File: config.mk
export PLATFORM = sky130hd
export DESIGN_NAME = mwrite
export DESIGN_NICKNAME = d
export VERILOG_FILES = /design/src/rtl/mwrite_pkg.sv /design/src/rtl/mwrite.sv
export SDC_FILE = /design/constraint.sdc
export NUM_CORES = 1
export LEC_CHECK = 0
export CAP_MARGIN = 20
export CORE_MARGIN = 10
export CORE_UTILIZATION = 45
export CTS_CLUSTER_DIAMETER = 100
export CTS_CLUSTER_SIZE = 12
export DETAILED_ROUTE_END_ITERATION = 10
export GPL_TIMING_DRIVEN = 0
export PLACE_DENSITY = 0.88
export SYNTH_ARGS = -nofsm -noshare
export SYNTH_HDL_FRONTEND = slang
export SYNTH_SLANG_ARGS = --single-unit
File: constraint.sdc
create_clock -name CLK -period 2.7 [get_ports CLK]
set_input_delay 0.405 -clock CLK [delete_from_list [all_inputs] [get_ports CLK]]
set_output_delay 0.405 -clock CLK [all_outputs]
set_load 0.05 [all_outputs]
File: src/rtl/mwrite_pkg.sv
// mwrite_pkg: shared encodings for the memory-write stage.
// FSM states and bus strobe width.
package mwrite_pkg;

  typedef enum logic [1:0] {
    S_IDLE = 2'd0,
    S_REQ  = 2'd1,
    S_RESP = 2'd2
  } state_t;

  localparam int STRB_W = 4;

endpackage

File: src/rtl/mwrite.sv
// mwrite: memory-write stage. Issues one bus store per captured
// request and holds the pipeline until its response or timeout.
module mwrite
  import mwrite_pkg::*;
#(
  parameter int RESP_TIMEOUT = 16
) (
  input  logic              CLK,
  input  logic              RST,
  input  logic              STALL,
  input  logic [4:0]        MEMR_REG_W_RD,
  input  logic [31:0]       MEMR_REG_W_DATA,
  input  logic              MEMR_MEM_W_VALID,
  input  logic [31:0]       MEMR_MEM_W_ADDR,
  input  logic [STRB_W-1:0] MEMR_MEM_W_STRB,
  input  logic [31:0]       MEMR_MEM_W_DATA,
  output logic              MEM_W_VALID,
  output logic [31:0]       MEM_W_ADDR,
  output logic [STRB_W-1:0] MEM_W_STRB,
  output logic [31:0]       MEM_W_DATA,
  input  logic              MEM_W_READY,
  input  logic              MEM_W_RESP_VALID,
  input  logic              MEM_W_RESP_ERR,
  output logic [4:0]        MEMW_REG_W_RD,
  output logic [31:0]       MEMW_REG_W_DATA,
  output logic              MEMW_STALL_REQ,
  output logic              MEMW_ERR,
  output logic [31:0]       MEMW_ERR_ADDR
);

  localparam int CW =
    (RESP_TIMEOUT > 2) ? $clog2(RESP_TIMEOUT) : 1;
  localparam bit TMO_EN = RESP_TIMEOUT > 0;
  localparam logic [CW-1:0] TMO_LAST =
    CW'((RESP_TIMEOUT > 0) ? RESP_TIMEOUT - 1 : 0);

  state_t            state;
  logic [4:0]        rd_q;
  logic [31:0]       wb_q;
  logic              vld_q;
  logic [31:0]       addr_q;
  logic [STRB_W-1:0] strb_q;
  logic [31:0]       data_q;
  logic              done;
  logic [CW-1:0]     cnt;
  logic              pending;
  logic              cap;

  assign pending = vld_q & (|strb_q) & ~done;
  assign cap     = ~(STALL | pending);

  assign MEMW_STALL_REQ  = pending;
  assign MEM_W_VALID     = (state == S_REQ);
  assign MEM_W_ADDR      = addr_q;
  assign MEM_W_STRB      = strb_q;
  assign MEM_W_DATA      = data_q;
  assign MEMW_REG_W_RD   = rd_q;
  assign MEMW_REG_W_DATA = wb_q;

  always_ff @(posedge CLK) begin
    if (!RST) begin
      state         <= S_IDLE;
      rd_q          <= '0;
      wb_q          <= '0;
      vld_q         <= 1'b0;
      addr_q        <= '0;
      strb_q        <= '0;
      data_q        <= '0;
      done          <= 1'b0;
      cnt           <= '0;
      MEMW_ERR      <= 1'b0;
      MEMW_ERR_ADDR <= '0;
    end else begin
      MEMW_ERR <= 1'b0;
      if (cap) begin
        rd_q   <= MEMR_REG_W_RD;
        wb_q   <= MEMR_REG_W_DATA;
        vld_q  <= MEMR_MEM_W_VALID;
        addr_q <= MEMR_MEM_W_ADDR;
        strb_q <= MEMR_MEM_W_STRB;
        data_q <= MEMR_MEM_W_DATA;
        done   <= 1'b0;
      end
      unique case (state)
        S_IDLE: begin
          if (pending) state <= S_REQ;
        end
        S_REQ: begin
          if (MEM_W_READY) begin
            state <= S_RESP;
            cnt   <= '0;
          end
        end
        S_RESP: begin
          if (MEM_W_RESP_VALID) begin
            state <= S_IDLE;
            done  <= 1'b1;
            if (MEM_W_RESP_ERR) begin
              MEMW_ERR      <= 1'b1;
              MEMW_ERR_ADDR <= addr_q;
            end
          end else if (TMO_EN && cnt == TMO_LAST) begin
            state         <= S_IDLE;
            done          <= 1'b1;
            MEMW_ERR      <= 1'b1;
            MEMW_ERR_ADDR <= addr_q;
          end else if (cnt != '1) begin
            cnt <= cnt + 1'b1;
          end
        end
        default: state <= S_IDLE;
      endcase
    end
  end

endmodule

==> impl_metrics.csv <==
group,metric,value,unit
global_routing,grt_pass1_wl,28900,um
worst_setup_path,path_cells,"or4_4, and2_1, clkdlybuf4s50_1",
power_and_ir_drop,finalPower,5.93,mW
synthesis,ys_ff_latch,146,
sta,tns,0,ps
sta,slew-limit-headroom,0.589,
synthesis,synth_top_area_frac,0.508,
clock_tree,cts_hold_buf,0,
clock_tree,insertion_delay,420,ps
sta,setup_viol,0,
place,place_congestion,0.845,
global_routing,antenna_found_initial,0,
sta,finalHoldViolations,0,
sta,slew_viol_final,0,
worst_setup_path,startpoint_type,"register",
synthesis,synth_area_leader_cell,"dfxtp_1",
route,postRouteAntennaNets,0,
clock_tree,cts_buffers,17,
worst_setup_path,crit_slowest_cell,"clkdlybuf4s50_1",
route,via_count,5106,
synthesis,synth_edf_count,0,
worst_setup_path,crit_arrival,2250,ps
power_and_ir_drop,vdd_ir_drop_max,0.445,mV
synthesis,synth_most_common_cell,"nand2_1",
sta,max_freq,377,MHz
finish,drive_gt1_frac,0.0515,
worst_setup_path,criticalPathCategory,"reg -> out",
clock_tree,post_cts_buffers,0,
global_routing,grt_overflow,0,
clock_tree,cts_sinks,146,
finish,synthToLayoutAreaGrowth,57.5,%
route,wl_per_cell,17.4,um
synthesis,synth_nets,725,
sta,finalCritPeriodShare,0.983,
synthesis,synthTopCellsByCount,"nand2_1, dfxtp_1, mux2i_1, clkbuf_1",
die,initial_core_util,0.458,
die,die_h,133,um
worst_setup_path,slowest_delay,730,ps
job,cap_violations,0,
synthesis,synth_cell_types,28,
clock_tree,post_cts_resized,0,
power_and_ir_drop,power-per-cell-area,654,nW/um^2
synthesis,syn_avg_cell_area,9.40,um^2
die,die-area,17700,um^2
outcome,status,"complete, no violations",
die,rows,41,
clock_tree,htree_levels,4,
worst_setup_path,crit_required,2300,ps
sta,period_needed,2650,ps
global_routing,grt_max_degree,17,
clock_tree,path_clk_slew,60,ps
place,hpwl,14300,um
synthesis,synth_area,5760,um^2
global_routing,grtUsageTotal,0.203,
synthesis,synth-main-ff-cell,"dfxtp_1",
sta,worstMarginPinSlew,617,ps
sta,rsz0062_at_grt,"false",
route,firstDrtPassIters,4,
global_routing,grt_pass1_vias,5412,
worst_setup_path,crit_path_end_kind,"output port",
die,ioPinCount,252,
die,dieWidth,133,um
sta,finalClockSkew,14.9,ps
die,design.core.area,12600,um^2
finish,nNetsFinal,994,
synthesis,ys_top_cells_by_area,"dfxtp_1, mux2i_1, nand2_1",
synthesis,synth-seq-area-share,0.508,
route,drt_wl_total,18600,um
route,viasPerCell,4.79,
worst_setup_path,cp_max_fo,3,
place,numPortBuffers,250,
synthesis,yosys_warnings,0,
route,dr.first_iter.drc_count,253,
finish,insertedDiodeCount,0,
power_and_ir_drop,power_leakage,3.62,nW
route,drc,0,
clock_tree,cts_tree,"built",
clock_tree,clock_path_buffers,2,
synthesis,synthArstFlopShare,0,
hold_path,hold_path_class,"in -> reg",
synthesis,syn_inst,612,
clock_tree,clockRootBuffer,"clkbuf_16",
==> report_power, final <==
part / leakage [nW] / total, mW / internal, mW / switching, mW
clock network: 0.289 / 2.37 / 1.49 / 0.878
logic: 2.14 / 1.23 / 0.496 / 0.730
registers: 1.20 / 2.34 / 2.28 / 0.0611
total: 3.62 / 5.93 / 4.26 / 1.67
==> kinds of logic (layout without fill, tap and decap cells) <==
family | count (synthesis) | count (layout) | synth area share
adders and majority gates | 1 | 1 | 0.00217
muxes | 138 | 138 | 0.240
DFF | 146 | 146 | 0.508
AOI/OAI and AO/OA | 13 | 13 | 0.0139
buffers and inverters | 46 | 327 | 0.0515
and+or+nand+nor | 268 | 268 | 0.185
==> metrics by stage <==
| step | instance area, um^2 | hold WS (ps) | std cells | worst slack (ps) | util |
|---|---|---|---|---|---|
| CTS | 9070 | 392 | 1065 | 26.4 | 0.721 |
| global route | 9070 | 437 | 1065 | 8.89 | 0.721 |
| finish | 9070 | 390 | 1065 | 46.5 | 0.721 |
| floorplan | 5760 | 437 | 612 | 822 | - |
| global placement | 8470 | 441 | 1034 | 419 | 0.674 |
| detailed placement | 8470 | 448 | 1034 | 398 | 0.674 |
==> cell type report <==
class                           count  area [um^2]
Multi-Input combinational cell    420         2540
Clock buffer                       21          460
Clock inverter                     10          134
Buffer                             44          289
Sequential cell                   146         2920
Timing Repair Buffer              250         2500
Tap cell                          172          215
Inverter                            2         7.51
Fill cell                         916         3500
==> critical path, delay by kind of cell (launching register included) <==
kind	cells	cell delay [ps]
buffers and inverters	1	730
DFF	1	330
and+or+nand+nor	2	770
==> sequential cells by signal, indices dropped and copies added, names as in the netlist <==
name,cells
MEMW_REG_W_RD,5
vld_q,1
MEMW_ERR,1
MEM_W_ADDR,32
cnt,4
state,2
MEMW_ERR_ADDR,32
MEM_W_DATA,32
done,1
MEMW_REG_W_DATA,32
MEM_W_STRB,4
==> layer usage <==
layer | global-route usage | share of wire | vias up
li1 | - | - | 2540
met1 | 0.217 | 0.41 | 2374
met2 | 0.351 | 0.49 | 168
met3 | 0.0831 | 0.077 | 24
met4 | 0.0732 | 0.020 | 0
met5 | 0 | 0 | -
==> path summary, 6_finish.rpt <==
path	start	end	slack [ps]	cells past startpoint
max	MEM_W_STRB[3]	MEMW_STALL_REQ	50	3
max reg2reg	cnt[0]	MEMW_ERR_ADDR[22]	770	6
min reg2reg	MEMW_REG_W_DATA[2]	MEMW_REG_W_DATA[2]	460	2
min	RST	cnt[0]	390	3
==> placed cells by master, fill, tap and decap left out, drive strengths merged, types with 3 or more instances in the layout <==
master         Yosys  final
mux2i            138    138
o21ai              3      3
nand2            247    247
nand3              3      3
a21oi              4      4
clkdlybuf4s50      0    250
nor2b              4      4
nand2b             3      3
dfxtp            146    146
clkbuf            29     50
bufinv             0      3
buf               15     15
clkinv             0      5
No activity file was read; power rests on OpenSTA's default activity.
